**src/rtl/fft_pkg.sv**
```systemverilog
// Shared types for the FFT framing path: sample width, packed complex word, read-FSM states.
package fft_pkg;

  localparam int SAMPLE_W = 16;

  typedef struct packed {
    logic signed [15:0] re;
    logic signed [15:0] im;
  } complex_t;

  typedef enum logic [1:0] {
    IDLE,
    START,
    BUSY
  } fb_state_t;

endpackage

```
**src/rtl/fft_window_4.sv**
```systemverilog
// Periodic 4-point Hann window using shifts only: gains 0, 1/2, 1, 1/2. Combinational.
// Used only in builds that define FFT_WINDOW_EN. The halving floors toward negative infinity.
module fft_window_4 #(
  parameter int SAMPLE_W = fft_pkg::SAMPLE_W
) (
  input  logic [SAMPLE_W-1:0] sample_in,
  input  logic [1:0]          idx,
  output logic [SAMPLE_W-1:0] sample_out
);

  always_comb begin
    sample_out = sample_in;
    case (idx)
      2'd0:       sample_out = '0;
      2'd1, 2'd3: sample_out = {sample_in[SAMPLE_W-1], sample_in[SAMPLE_W-1:1]};
      default:    sample_out = sample_in;
    endcase
  end

endmodule

```
**src/rtl/fft_frame_buffer.sv**
```systemverilog
// Ping-pong 4-sample framer for the FFT core: launch 1 cycle after the 4th sample, bank held until done or timeout.
// sample_ready drops only while both banks hold frames. FFT_WINDOW_EN applies a Hann window before storage.
module fft_frame_buffer #(
  parameter int SAMPLE_W       = fft_pkg::SAMPLE_W,
  parameter int TIMEOUT_CYCLES = 64
) (
  input  logic                  clk,
  input  logic                  reset,
  input  logic [SAMPLE_W-1:0]   sample_in,
  input  logic                  sample_valid,
  output logic                  sample_ready,
  output logic [2*SAMPLE_W-1:0] fft_in0,
  output logic [2*SAMPLE_W-1:0] fft_in1,
  output logic [2*SAMPLE_W-1:0] fft_in2,
  output logic [2*SAMPLE_W-1:0] fft_in3,
  output logic                  fft_start,
  input  logic                  fft_done,
  output logic                  fft_timeout
);
  import fft_pkg::*;

  localparam bit TO_EN = (TIMEOUT_CYCLES > 0);
  localparam int CNT_W = (TIMEOUT_CYCLES > 1) ? $clog2(TIMEOUT_CYCLES) : 1;
  localparam logic [CNT_W-1:0] CNT_LAST = TO_EN ? CNT_W'(TIMEOUT_CYCLES - 1) : '0;

  fb_state_t                      state_q, state_d;
  logic [SAMPLE_W-1:0]            bank_q [2][4];
  logic [SAMPLE_W-1:0]            bank_d [2][4];
  logic [1:0]                     full_q, full_d;
  logic                           wr_bank_q, wr_bank_d;
  logic                           rd_bank_q, rd_bank_d;
  logic [1:0]                     wr_idx_q, wr_idx_d;
  logic                           done_q, done_d;
  logic [CNT_W-1:0]               cnt_q, cnt_d;
  logic                           timeout_q, timeout_d;
  logic [3:0][2*SAMPLE_W-1:0]     fft_in_q, fft_in_d;

  logic [SAMPLE_W-1:0]            wr_sample;
  logic                           accept;
  logic                           done_edge;
  logic                           rel_bank;

`ifdef FFT_WINDOW_EN
  fft_window_4 #(.SAMPLE_W(SAMPLE_W)) u_window (
    .sample_in  (sample_in),
    .idx        (wr_idx_q),
    .sample_out (wr_sample)
  );
`else
  assign wr_sample = sample_in;
`endif

  assign sample_ready = !full_q[wr_bank_q];
  assign accept       = sample_valid && sample_ready;
  assign done_edge    = fft_done && !done_q;

  always_comb begin
    state_d   = state_q;
    bank_d    = bank_q;
    full_d    = full_q;
    wr_bank_d = wr_bank_q;
    rd_bank_d = rd_bank_q;
    wr_idx_d  = wr_idx_q;
    done_d    = fft_done;
    cnt_d     = cnt_q;
    timeout_d = timeout_q;
    fft_in_d  = fft_in_q;
    rel_bank  = 1'b0;

    // Write side: a bank never accepts samples while full, so it cannot collide with the read side.
    if (accept) begin
      bank_d[wr_bank_q][wr_idx_q] = wr_sample;
      wr_idx_d = wr_idx_q + 2'd1;
      if (wr_idx_q == 2'd3) begin
        full_d[wr_bank_q] = 1'b1;
        wr_bank_d         = ~wr_bank_q;
      end
    end

    case (state_q)
      IDLE: begin
        if (full_q[rd_bank_q]) begin
          state_d     = START;
          fft_in_d[0] = {bank_q[rd_bank_q][0], {SAMPLE_W{1'b0}}};
          fft_in_d[1] = {bank_q[rd_bank_q][1], {SAMPLE_W{1'b0}}};
          fft_in_d[2] = {bank_q[rd_bank_q][2], {SAMPLE_W{1'b0}}};
          fft_in_d[3] = {bank_q[rd_bank_q][3], {SAMPLE_W{1'b0}}};
        end
      end
      START: begin
        state_d = BUSY;
        cnt_d   = '0;
      end
      BUSY: begin
        if (done_edge) begin
          rel_bank = 1'b1;
        end else if (TO_EN && (cnt_q == CNT_LAST)) begin
          rel_bank  = 1'b1;
          timeout_d = 1'b1;
        end else begin
          cnt_d = cnt_q + CNT_W'(1);
        end
      end
      default: state_d = IDLE;
    endcase

    if (rel_bank) begin
      state_d           = IDLE;
      full_d[rd_bank_q] = 1'b0;
      rd_bank_d         = ~rd_bank_q;
    end
  end

  always_ff @(posedge clk or negedge reset) begin
    if (!reset) begin
      state_q   <= IDLE;
      for (int b = 0; b < 2; b++) begin
        for (int k = 0; k < 4; k++) begin
          bank_q[b][k] <= '0;
        end
      end
      full_q    <= '0;
      wr_bank_q <= 1'b0;
      rd_bank_q <= 1'b0;
      wr_idx_q  <= '0;
      done_q    <= 1'b0;
      cnt_q     <= '0;
      timeout_q <= 1'b0;
      fft_in_q  <= '0;
    end else begin
      state_q   <= state_d;
      bank_q    <= bank_d;
      full_q    <= full_d;
      wr_bank_q <= wr_bank_d;
      rd_bank_q <= rd_bank_d;
      wr_idx_q  <= wr_idx_d;
      done_q    <= done_d;
      cnt_q     <= cnt_d;
      timeout_q <= timeout_d;
      fft_in_q  <= fft_in_d;
    end
  end

  assign fft_start   = (state_q == START);
  assign fft_timeout = timeout_q;
  assign fft_in0     = fft_in_q[0];
  assign fft_in1     = fft_in_q[1];
  assign fft_in2     = fft_in_q[2];
  assign fft_in3     = fft_in_q[3];

endmodule

```
**config.mk**
```make
export PLATFORM = sky130hd
export DESIGN_NAME = fft_frame_buffer
export DESIGN_NICKNAME = d
export VERILOG_FILES = /design/src/rtl/fft_pkg.sv /design/src/rtl/fft_window_4.sv /design/src/rtl/fft_frame_buffer.sv
export SDC_FILE = /design/constraint.sdc
export NUM_CORES = 1
export LEC_CHECK = 0
export BUFFER_PORTS_ARGS = -buffer_cell sky130_fd_sc_hd__buf_2
export CAP_MARGIN = 20
export CORE_ASPECT_RATIO = 0.9
export CORE_MARGIN = 1
export CORE_UTILIZATION = 57
export DETAILED_ROUTE_END_ITERATION = 8
export PLACE_DENSITY = 0.85
export RECOVER_POWER = 25
export SYNTH_ARGS = -nofsm -noshare
export SYNTH_HDL_FRONTEND = slang
export SYNTH_HIERARCHICAL = 1
export SYNTH_SLANG_ARGS = --single-unit
```
**constraint.sdc**
```tcl
create_clock -name clk -period 2.07 [get_ports clk]
set_input_delay 0.3105 -clock clk [delete_from_list [all_inputs] [get_ports clk]]
set_output_delay 0.3105 -clock clk [all_outputs]
set_load 0.01 [all_outputs]
```
[Yosys cells after proc, flatten, opt, wreduce, memory -nomap -nowiden]
Cells that the tools add are included.
Storage, ports and cells
  register bits after elaboration: 208
  word-level logic and storage cells: 91
Cells by class
  $add $sub $neg: 2
  $lt $le $gt $ge: 9
  equal/unequal tests: 8
  mux-type cells: 28
  bitwise gates (word level): 9
  reductions and logical operators: 15
Operator list (count)
  $mux W64: 4
  $bwmux W128: 1
  $demux W64 S1: 1
  $demux W16 S2: 1
  $mux W16: 1
  $mux W6: 2
  $pmux W6 S2: 1
  $mux W2: 5
  $mux W1: 9
  $add A6 B1 Y6 const B: 1
  $eq A6 B6 Y1 const B: 1
  $logic_and A1 B1 Y1: 6
  $ne A2 B2 Y1 const B: 3
  $pmux W2 S3: 1
  $reduce_and A2 Y1: 3
  $reduce_and A3 Y1: 2
  $eq A2 B2 Y1 const B: 2
  $ge A2 B2 Y1 const B: 2
  $lt A1 B2 Y1 const B: 2
  $not A1 Y2: 2
  $ge A3 B3 Y1 const B: 1
  $lt A3 B1 Y1 const B: 1
  $ne A3 B3 Y1 const B: 1
  $not A1 Y1: 3
  other kinds (12): 15

[Depth between registers and ports, before layout]
Gate-level depths: netlist of run 1.
  depth in word-level cells: 9
  depth in mapped cells: 8

[Worst setup path before layout of run 1]
OpenSTA, ideal clock, no wires.
  path kind: reg-to-reg
  from: reg wr_idx_q[0]
  to: reg bank_q[86] (netlist name)
  setup time: 128 ps
  data arrival time: 1558 ps
  required time: 1942 ps
  slack: 385 ps
  cell stages (with the launch flop): 7
  cells stage by stage: dfrtp_1 -> inv_1 -> ha_1 -> nand2_1 -> nor3_4 -> buf_4 -> mux2_1
Between the ends
  longest elaborated chain between the ends: 8
Ends and longest elaborated chain
  start: declaration: line fft_frame_buffer.sv:32  | logic [1:0] wr_idx_q, wr_idx_d;
  start signal: assignment: line fft_frame_buffer.sv:136  | wr_idx_q <= wr_idx_d;
  $not A2 Y3 (not written as such) (*): line fft_frame_buffer.sv:72  | bank_d[wr_bank_q][wr_idx_q] = wr_sample;
  $ge A3 B3 Y1 (not written as such) / $lt A3 B1 Y1 (equally long branches): line fft_frame_buffer.sv:72
  $logic_and A1 B1 Y1 (not written as such): line fft_frame_buffer.sv:72
  $mux W16 (not written as such): line fft_frame_buffer.sv:72
  $demux W16 S2 (*): line fft_frame_buffer.sv:72
  $mux W64 (not written as such) (*): line fft_frame_buffer.sv:72
  $demux W64 S1 (*): line fft_frame_buffer.sv:72
  $bwmux W128 (*): line fft_frame_buffer.sv:72
  end signal: assignment: line fft_frame_buffer.sv:132  | bank_q <= bank_d;
  end: declaration: line fft_frame_buffer.sv:27  | logic [SAMPLE_W-1:0] bank_q [2][4];
Every way passes the cells marked *; elsewhere a longest branch is shown, timed or not.
A chain may end at the register's enable or synchronous reset.

[Worst setup path after layout of run 1]
  from: reg wr_bank_q
  to: out sample_ready
Between the ends
  longest elaborated chain between the ends: 3
Ends and longest elaborated chain
  start: declaration: line fft_frame_buffer.sv:30  | logic wr_bank_q, wr_bank_d;
  start signal: assignment: line fft_frame_buffer.sv:134  | wr_bank_q <= wr_bank_d;
  $mux W1 (not written as such) (2 in series): line fft_frame_buffer.sv:53  | assign sample_ready = !full_q[wr_bank_q];
  $logic_not A1 Y1: line fft_frame_buffer.sv:53
  end: declaration: line fft_frame_buffer.sv:11  | output logic sample_ready,
Every way passes these cells. The select of a mux whose other input is x is not followed.

==> flow_summary.json, run 1 <==
{
  "cts_buffer_depth": 3,
  "syn_avg_cell_area_um2": 13.2,
  "max_cap_viol_count": 0,
  "cts_max_level": 1,
  "outcome": "finished, final reports clean",
  "drt-total-wl_um": 17900,
  "power_per_cell_area_nw_per_um2": 1570,
  "met1_usage_pct": 29.1,
  "slew_headroom_pct": 44.9,
  "cp-start-kind": "register",
  "avgViaCountPerCell": 5.28,
  "clkSinkCount": 208,
  "antenna_found_initial": 0,
  "hold_end": "bank_q[110]$_DFFE_PN0P_",
  "layout.cells.most_common": "dfrtp_1",
  "cpMaxStageDelayCell": "dfrtp_1",
  "rsz0062_at_grt": "no",
  "timing.rr.end": "bank_q[90]$_DFFE_PN0P_",
  "hold_depth": 2,
  "grt.total_usage_pct": 22.4,
  "crit_arrival_ns": 1.57,
  "gr-total-overflow": 0,
  "grt_pass1_wl_um": 29200,
  "cts_buffers": 22,
  "cpPeakStageDelay_ns": 0.34,
  "clk_pin_slew_worst_paths_ns": 0.06,
  "postCtsHoldBufs": 2,
  "grt_max_degree": 68,
  "mostFrequentLayoutCells": "207 x dfrtp_1, 84 x buf_2, 78 x nand2_1, 66 x mux2i_1, 64 x conb_1",
  "setup_slack_ns": 0.188,
  "place_area_um2": 9800,
  "start_util_pct": 58.2,
  "finClkSkew_ns": 0.00844,
  "netlist_instances": 710,
  "grt_use_met2_pct": 39.5,
  "cp_top_family": "buffers and inverters",
  "setup_violations": 0,
  "crit_fanout": 6,
  "min_from": "sample_in[14]",
  "final_nets": 834,
  "grt_util_met3_pct": 3.81,
  "cp_cell_sequence": "buf_4, mux2i_1, buf_2",
  "min_period_ns": 1.88,
  "synth_cell_types": 35,
  "layout.core_utilization_pct": 65.6,
  "drcViolationCount": 0,
  "slew_violations": 0,
  "synth_area_um2": 9360,
  "post_cts_buffers": 0,
  "pre_cts_ws_ns": 0.359,
  "cp-end-kind": "output pin",
  "hp-class": "in2reg",
  "design.die.area_um2": 16900,
  "rr_worst_depth": 6,
  "clockRootBuffer": "clkbuf_16",
  "dieHeight_um": 124,
  "die_w_um": 137,
  "cts_tree": "done",
  "areaGrowthSynthToFinish_pct": 12.7,
  "drt_iter0_drc": 225,
  "antenna_cells": 0,
  "max_freq_mhz": 531,
  "synth-warning-count": 6,
  "io_buffers": 86,
  "busiest_layer": "met2",
  "dp_hpwl_um": 11600,
  "tightest_slew_ns": 0.826,
  "synth_top_area_cell": "dfrtp_1",
  "ant_nets": 0,
  "setup_tns_ns": 0,
  "first_pass_iters": 4,
  "core_area_um2": 16100,
  "grt_pass1_vias": 5570,
  "gp_congestion": 0.752,
  "yosysSeqAreaShare_pct": 55.6,
  "ys_seq_elements": 208,
  "vdd_drop_max_mv": 0.933,
  "p_leak_nw": 5.30,
  "num_rows": 44,
  "fin_area_um2": 10500,
  "clkLatencyLatePin_ns": 0.49,
  "yosys.area.top_type_share_pct": 55.6,
  "hold_viol_final": 0,
  "cts_resized": 0,
  "regToRegSetupSlack_ns": 0.32,
  "vias": 5413,
  "path_class": "reg2out",
  "r2r-start": "wr_idx_q[0]$_DFFE_PN0P_",
  "cp_num_buf_inv": 2,
  "synthTopCellsByArea": "dfrtp_1 56%, mux2i_1 7.1%, mux2_2 6.4%",
  "crit_required_ns": 1.76,
  "post_drt_wl_per_cell_um": 17.4,
  "drive_gt1_share_pct": 29.4,
  "io_pins": 151,
  "finalCritPeriodShare_pct": 90.9
}
[cell families after synthesis]
family	synth area share, %
AO/OA/AOI/OAI	4.96
XOR/XNOR	0.187
adder cells (fa/ha/maj)	1.20
buffers and inverters	8.16
flip-flops	55.6
multiplexers	24.3
other	0.0401
AND/OR/NAND/NOR	5.55
[power breakdown]
part	internal (W)	switching, W
Clock	0.00254	0.00152
Sequential	0.00584	0.000974
Combinational	0.00277	0.00295
[sequential cells by signal (all words and copies together), names as in the netlist, 2 cells and up]
| name | cells |
|---|---|
| bank_q | 128 |
| fft_in2 | 16 |
| fft_in0 | 16 |
| fft_in1 | 16 |
| full_q | 2 |
| fft_in3 | 16 |
| wr_idx_q | 2 |
| state_q | 2 |
| cnt_q | 6 |
[metal layers]
metal / share of wire (%) / vias up
met1: 44 / 2735
met3: 3.7 / 21
met5: 0 / -
met4: 1.4 / 0
met2: 51 / 126
li1: - / 2531
[final cells by class]
cell class / instances / area [um^2]
inverter: 7 / 26.3
fill: 1159 / 5530
multi-input combinational: 458 / 3630
clock inverter: 7 / 114
sequential: 208 / 5210
tap: 207 / 259
clock buffer: 31 / 646
timing repair buffer: 108 / 662
[per-stage QoR]
step	hold WS [ns]	std cells	power [W]
2_1_floorplan	0.0149	773	0.0109
4_1_cts	0.157	1026	0.0168
6_report	0.170	1026	0.0166
5_1_grt	0.163	1026	0.0177
3_3_place_gp	0.352	986	0.0122
3_5_place_dp	0.348	986	0.0126
[worst max-delay path by stage]
stage / slack, ns / to / startpoint / cells past startpoint
CTS: 0.17 / sample_ready / wr_bank_q$_DFFE_PN0P_ / 3
global placement: 0.39 / bank_q[81]$_DFFE_PN0P_ / wr_idx_q[0]$_DFFE_PN0P_ / 6
finish: 0.19 / sample_ready / wr_bank_q$_DFFE_PN0P_ / 3
global route: 0.15 / sample_ready / wr_bank_q$_DFFE_PN0P_ / 3
floorplan: 0.38 / bank_q[86]$_DFFE_PN0P_ / wr_idx_q[0]$_DFFE_PN0P_ / 6
detailed placement: 0.36 / bank_q[122]$_DFFE_PN0P_ / wr_idx_q[0]$_DFFE_PN0P_ / 6
[synthesized netlist by cell type]
| master | number |
|---|---|
| o311ai_0 | 3 |
| o22a_1 | 1 |
| and3_1 | 1 |
| buf_2 | 16 |
| nand2_1 | 78 |
| mux2i_1 | 66 |
| nand3_1 | 7 |
| o221ai_1 | 1 |
| a31oi_1 | 2 |
| xnor2_1 | 2 |
| inv_1 | 7 |
| a2bb2oi_1 | 1 |
| o211ai_1 | 1 |
| buf_4 | 71 |
| nor2_1 | 1 |
| a32oi_1 | 1 |
| o31ai_1 | 1 |
| nand3_4 | 4 |
| o21ai_0 | 40 |
| mux2_1 | 38 |
| clkbuf_1 | 3 |
| conb_1 | 1 |
| and2b_1 | 1 |
| or4_1 | 1 |
| dfrtp_1 | 208 |
| buf_6 | 10 |
| mux2_4 | 39 |
| or2_2 | 1 |
| ha_1 | 9 |
| a21oi_1 | 2 |
| o21ai_1 | 30 |
| nand2b_1 | 4 |
| mux2_2 | 53 |
| o21bai_1 | 2 |
| nor3_4 | 4 |
No activity file was read; power rests on OpenSTA's default activity.
==> run 2, diff against run 1 <==
- CELL_PAD_IN_SITES_DETAIL_PLACEMENT: not set -> 0
- CELL_PAD_IN_SITES_GLOBAL_PLACEMENT: not set -> 1
- CORE_UTILIZATION: 57 -> 49
- CTS_CLUSTER_SIZE: not set -> 25
- PLACE_DENSITY: 0.85 -> 0.89
- clock period: 2.07 -> 2.4 ns (I/O delays scaled with it)
==> run 2 against run 1 <==
Final area fell by 0.89%. Worst setup slack improved by 0.11 ns. Global-route usage fell by 4.2 points. Non-clock buffer count fell by 7. Count of clock-buffer cells in the layout rose by 7. Largest power group unchanged.
==> flow_summary.json, run 2 (same netlist as run 1, synthesis figures left out) <==
{
  "finalCritPeriodShare_pct": 87.7,
  "cp_cell_sequence": "mux2i_1, buf_2",
  "grt_pass1_wl_um": 28500,
  "seqPwrFrac_pct": 42.7,
  "swShare_pct": 32.9,
  "cp-end-kind": "output pin",
  "max_cap_viol_count": 0,
  "dp_hpwl_um": 11500,
  "setup_slack_ns": 0.295,
  "finClkSkew_ns": 0.00839,
  "p_switching_w": 0.00454,
  "start_util_pct": 50.5,
  "fin_hold_ws_ns": 0.225,
  "rsz0062_at_grt": "no",
  "p_int_w": 0.00925,
  "post_drt_wl_per_cell_um": 16.3,
  "crit_fanout": 7,
  "p_leak_nw": 5.21,
  "final_nets": 827,
  "cpPeakStageDelay_ns": 0.61,
  "core_area_um2": 18500,
  "setup_violations": 0,
  "grt_pass1_vias": 5353,
  "min_period_ns": 2.10,
  "cts_buffer_depth": 3,
  "ant_nets": 0,
  "setup_tns_ns": 0,
  "clkSinkCount": 208,
  "clkLatencyLatePin_ns": 0.49,
  "grt.total_usage_pct": 18.2,
  "power_per_cell_area_nw_per_um2": 1320,
  "cts_tree": "done",
  "cts_max_level": 1,
  "gr-total-overflow": 0,
  "outcome": "finished, final reports clean",
  "dp_cells": 1017,
  "drt-total-wl_um": 17200,
  "pre_cts_ws_ns": 0.504,
  "dieHeight_um": 133,
  "tightest_slew_ns": 0.843,
  "num_rows": 47,
  "cts_resized": 0,
  "crit_required_ns": 2.04,
  "slew_violations": 0,
  "cpMaxStageDelayCell": "dfrtp_1",
  "avgViaCountPerCell": 5.04,
  "power_frac_clock_pct": 23.1,
  "top_register": "bank_q",
  "postCtsHoldBufs": 2,
  "vias": 5331,
  "antenna_cells": 0,
  "drt_iter0_drc": 206,
  "pwr-share-comb_pct": 34.2,
  "layout.cells.most_common": "dfrtp_1",
  "cp_top_family": "flip-flops",
  "post_layout_nonfiller_instances": 1057,
  "drive_gt1_share_pct": 28.0,
  "cp_num_buf_inv": 1,
  "mostFrequentLayoutCells": "207 x dfrtp_1, 84 x buf_2, 78 x nand2_1, 66 x mux2i_1, 64 x conb_1",
  "io_buffers": 86,
  "hold_viol_final": 0,
  "largest_reg_flops": 128,
  "clockRootBuffer": "clkbuf_16",
  "max_freq_mhz": 475,
  "post_cts_buffers": 0,
  "die_w_um": 148,
  "crit_arrival_ns": 1.74,
  "areaGrowthSynthToFinish_pct": 11.7,
  "antenna_found_initial": 0,
  "layout.core_utilization_pct": 56.4,
  "cp-start-kind": "register",
  "grt_max_degree": 73,
  "io_pins": 151,
  "first_pass_iters": 4,
  "design.die.area_um2": 19700,
  "cts_buffers": 22,
  "slew_headroom_pct": 43.8,
  "vdd_drop_max_mv": 0.971,
  "clk_pin_slew_worst_paths_ns": 0.06,
  "drcViolationCount": 0,
  "path_class": "reg2out",
  "gp_congestion": 0.720,
  "hp-class": "in2reg"
}
run 2: changes by cell type in the layout (fill, tap and decap cells not counted), sizes merged:
cell    previous run  this run
buf              101        95
clkbuf            36        42
clkinv             4         0
bufinv             3         0
run 2: final cells by class:
cell class                 count  area (um^2)
fill                        1498         8070
sequential                   208         5210
multi-input combinational    458         3630
clock buffer                  38          682
timing repair buffer         101          598
tap                          245          307
inverter                       7         26.3
run 2: per-stage QoR:
stage                     power [W]  area (um^2)
final                        0.0138        10500
after global routing         0.0147        10500
after CTS                    0.0140        10500
after detailed placement     0.0107         9760
after global placement       0.0105         9760
after floorplan             0.00944         9590
run 2: path summary, 6_finish.rpt:
path / to / slack (ns) / start / depth (start not counted)
max: sample_ready / 0.30 / wr_bank_q$_DFFE_PN0P_ / 2
min: bank_q[119]$_DFFE_PN0P_ / 0.22 / sample_in[7] / 2
max reg2reg: bank_q[60]$_DFFE_PN0P_ / 0.51 / wr_bank_q$_DFFE_PN0P_ / 3
min reg2reg: fft_in0[28]$_DFFE_PN0P_ / 0.47 / fft_in0[28]$_DFFE_PN0P_ / 2
max in group asynchronous: bank_q[119]$_DFFE_PN0P_ / 0.80 / reset / 3
min in group asynchronous: done_q$_DFF_PN0_ / 0.42 / reset / 2
run 2: worst register-to-register path: stages, from the launching register on:
cell and delay (ns):
dfrtp_1 0.61, and2b_1 0.41, nand3_4 0.34, mux2_4 0.40
run 2: layer usage:
| metal | track usage, % | share of wire, % |
|---|---|---|
| met1 | 25.5 | 46 |
| met3 | 2.91 | 3.7 |
| met2 | 29.8 | 49 |
| met4 | 4.01 | 1.7 |
| met5 | 0 | 0 |
run 2: power by group through the flow:
stage          registers (W)  clock network, W  logic (W)
2_1_floorplan        0.00585                 0    0.00359
3_3_place_gp         0.00587                 0    0.00465
3_5_place_dp         0.00593                 0    0.00480
4_1_cts              0.00589           0.00326    0.00481
5_1_grt              0.00609           0.00339    0.00524
6_report             0.00588           0.00318    0.00472
==> run 3, diff against run 2 <==
- CORE_MARGIN: 1 -> 4
==> run 3 against run 2 <==
Power increased by 1.1%. Sequential cell count unchanged. Clock power increased by 5%. Global-route usage decreased by 1.9 points. Sequential power about the same. Clock skew increased by 0.0019 ns. Critical path type unchanged. Critical endpoint unchanged. Largest cell class unchanged. Largest power group unchanged.
==> flow_summary.json, run 3 (same netlist as run 1, synthesis figures left out) <==
{
  "outcome": "finished, final reports clean",
  "finClkSkew_ns": 0.0103,
  "cpPeakStageDelay_ns": 0.62,
  "clk_pin_slew_worst_paths_ns": 0.07,
  "setup_slack_ns": 0.432,
  "core_area_um2": 18600,
  "gp_congestion": 0.780,
  "tightest_slew_ns": 1.42,
  "dp_hpwl_um": 11900,
  "grt_pass1_wl_um": 29000,
  "areaGrowthSynthToFinish_pct": 12.0,
  "setup_violations": 0,
  "clkLatencyLatePin_ns": 0.50,
  "avgViaCountPerCell": 5.02,
  "clockRootBuffer": "clkbuf_16",
  "post_drt_wl_per_cell_um": 16.8,
  "vias": 5301,
  "dieHeight_um": 139,
  "rsz0062_at_grt": "no",
  "start_util_pct": 50.4,
  "cts_max_level": 1,
  "timing.rr.end": "bank_q[41]$_DFFE_PN0P_",
  "die_w_um": 154,
  "cts_buffers": 22,
  "drive_gt1_share_pct": 29.1,
  "first_pass_iters": 4,
  "layout.core_utilization_pct": 56.4,
  "hp-class": "in2reg",
  "top_register": "bank_q",
  "crit_fanout": 7,
  "path_class": "reg2out",
  "rr_worst_depth": 3,
  "largest_reg_flops": 128,
  "cp_cell_sequence": "mux2i_1, buf_2",
  "vdd_drop_max_mv": 0.736,
  "min_from": "sample_in[15]",
  "crit_arrival_ns": 1.61,
  "grt_pass1_vias": 5525,
  "ant_nets": 0,
  "hold_viol_final": 0,
  "cts_buffer_depth": 3,
  "crit_start": "wr_bank_q$_DFFE_PN0P_",
  "final_nets": 826,
  "p_leak_nw": 5.23,
  "drt-total-wl_um": 17700,
  "drcViolationCount": 0,
  "slew_headroom_pct": 5.62,
  "max_cap_viol_count": 0,
  "layout.cells.most_common": "dfrtp_1",
  "cp-start-kind": "register",
  "hold_end": "bank_q[95]$_DFFE_PN0P_",
  "antenna_found_initial": 0,
  "drt_iter0_drc": 263,
  "setup_tns_ns": 0,
  "min_period_ns": 1.97,
  "cts_tree": "done",
  "grt_max_degree": 77,
  "cp-end-kind": "output pin",
  "crit_required_ns": 2.04,
  "antenna_cells": 0,
  "io_buffers": 86,
  "gr-total-overflow": 0,
  "num_rows": 47,
  "max_freq_mhz": 508,
  "pre_cts_ws_ns": 0.505,
  "slew_violations": 0,
  "finalCritPeriodShare_pct": 82.0,
  "mostFrequentLayoutCells": "207 x dfrtp_1, 85 x buf_2, 78 x nand2_1, 66 x mux2i_1, 64 x conb_1",
  "cpMaxStageDelayCell": "dfrtp_1",
  "clkSinkCount": 208,
  "regToRegSetupSlack_ns": 0.50,
  "io_pins": 151,
  "grt.total_usage_pct": 16.3,
  "power_per_cell_area_nw_per_um2": 1330,
  "post_cts_buffers": 0,
  "hold_depth": 2,
  "design.die.area_um2": 21400,
  "r2r-start": "wr_bank_q$_DFFE_PN0P_"
}
==> run 3: final cells by class <==
| cell class | count | area [um^2] |
|---|---|---|
| timing repair buffer | 100 | 587 |
| fill | 1528 | 8100 |
| sequential | 208 | 5210 |
| inverter | 7 | 26.3 |
| clock buffer | 27 | 599 |
| multi-input combinational | 458 | 3630 |
| tap | 245 | 307 |
| clock inverter | 11 | 121 |
==> run 3: power breakdown <==
part           leakage (nW)  internal [W]  switching (W)  total, W
combinational          2.22       0.00228        0.00243   0.00470
sequential             2.65       0.00503       0.000855   0.00589
clock                 0.354       0.00199        0.00135   0.00335
total                  5.23       0.00930        0.00463    0.0139
==> run 3: critical path: cells and delay by family, from the launching register on <==
| family | cells | cell delay, ns |
|---|---|---|
| buffers and inverters | 1 | 0.20 |
| flip-flops | 1 | 0.62 |
| multiplexers | 1 | 0.29 |
==> run 3: metal layers <==
layer | GRT usage [%] | routed length [um] | up-vias
li1 | - | - | 2506
met1 | 22.8 | 8260 | 2649
met2 | 27.1 | 8430 | 119
met3 | 2.78 | 717 | 27
met4 | 3.53 | 282 | 0
met5 | 0 | 0 | -
==> run 3: timing repair <==
item | 4_1_cts | 5_1_grt
hold buffers | 2 | 0
resized for setup | 0 | 0
endpoints found under the hold margin | 50 | 0
==> run 3: how the worst max path moves through the flow <==
| stage | end | slack (ns) |
|---|---|---|
| after floorplan | bank_q[86]$_DFFE_PN0P_ | 0.71 |
| after global placement | bank_q[49]$_DFFE_PN0P_ | 0.55 |
| after detailed placement | bank_q[40]$_DFFE_PN0P_ | 0.51 |
| after CTS | sample_ready | 0.41 |
| after global routing | rd_bank_q$_DFFE_PN0P_ | 0.26 |
| final | sample_ready | 0.43 |
==> run 3: per-stage QoR <==
stage	cells	hold slack, ns	power, W	instance area, um^2
2_1_floorplan	773	0.0644	0.00944	9590
3_3_place_gp	1016	0.363	0.0105	9750
3_5_place_dp	1016	0.362	0.0107	9750
4_1_cts	1056	0.197	0.0141	10500
5_1_grt	1056	0.213	0.0149	10500
6_report	1056	0.210	0.0139	10500
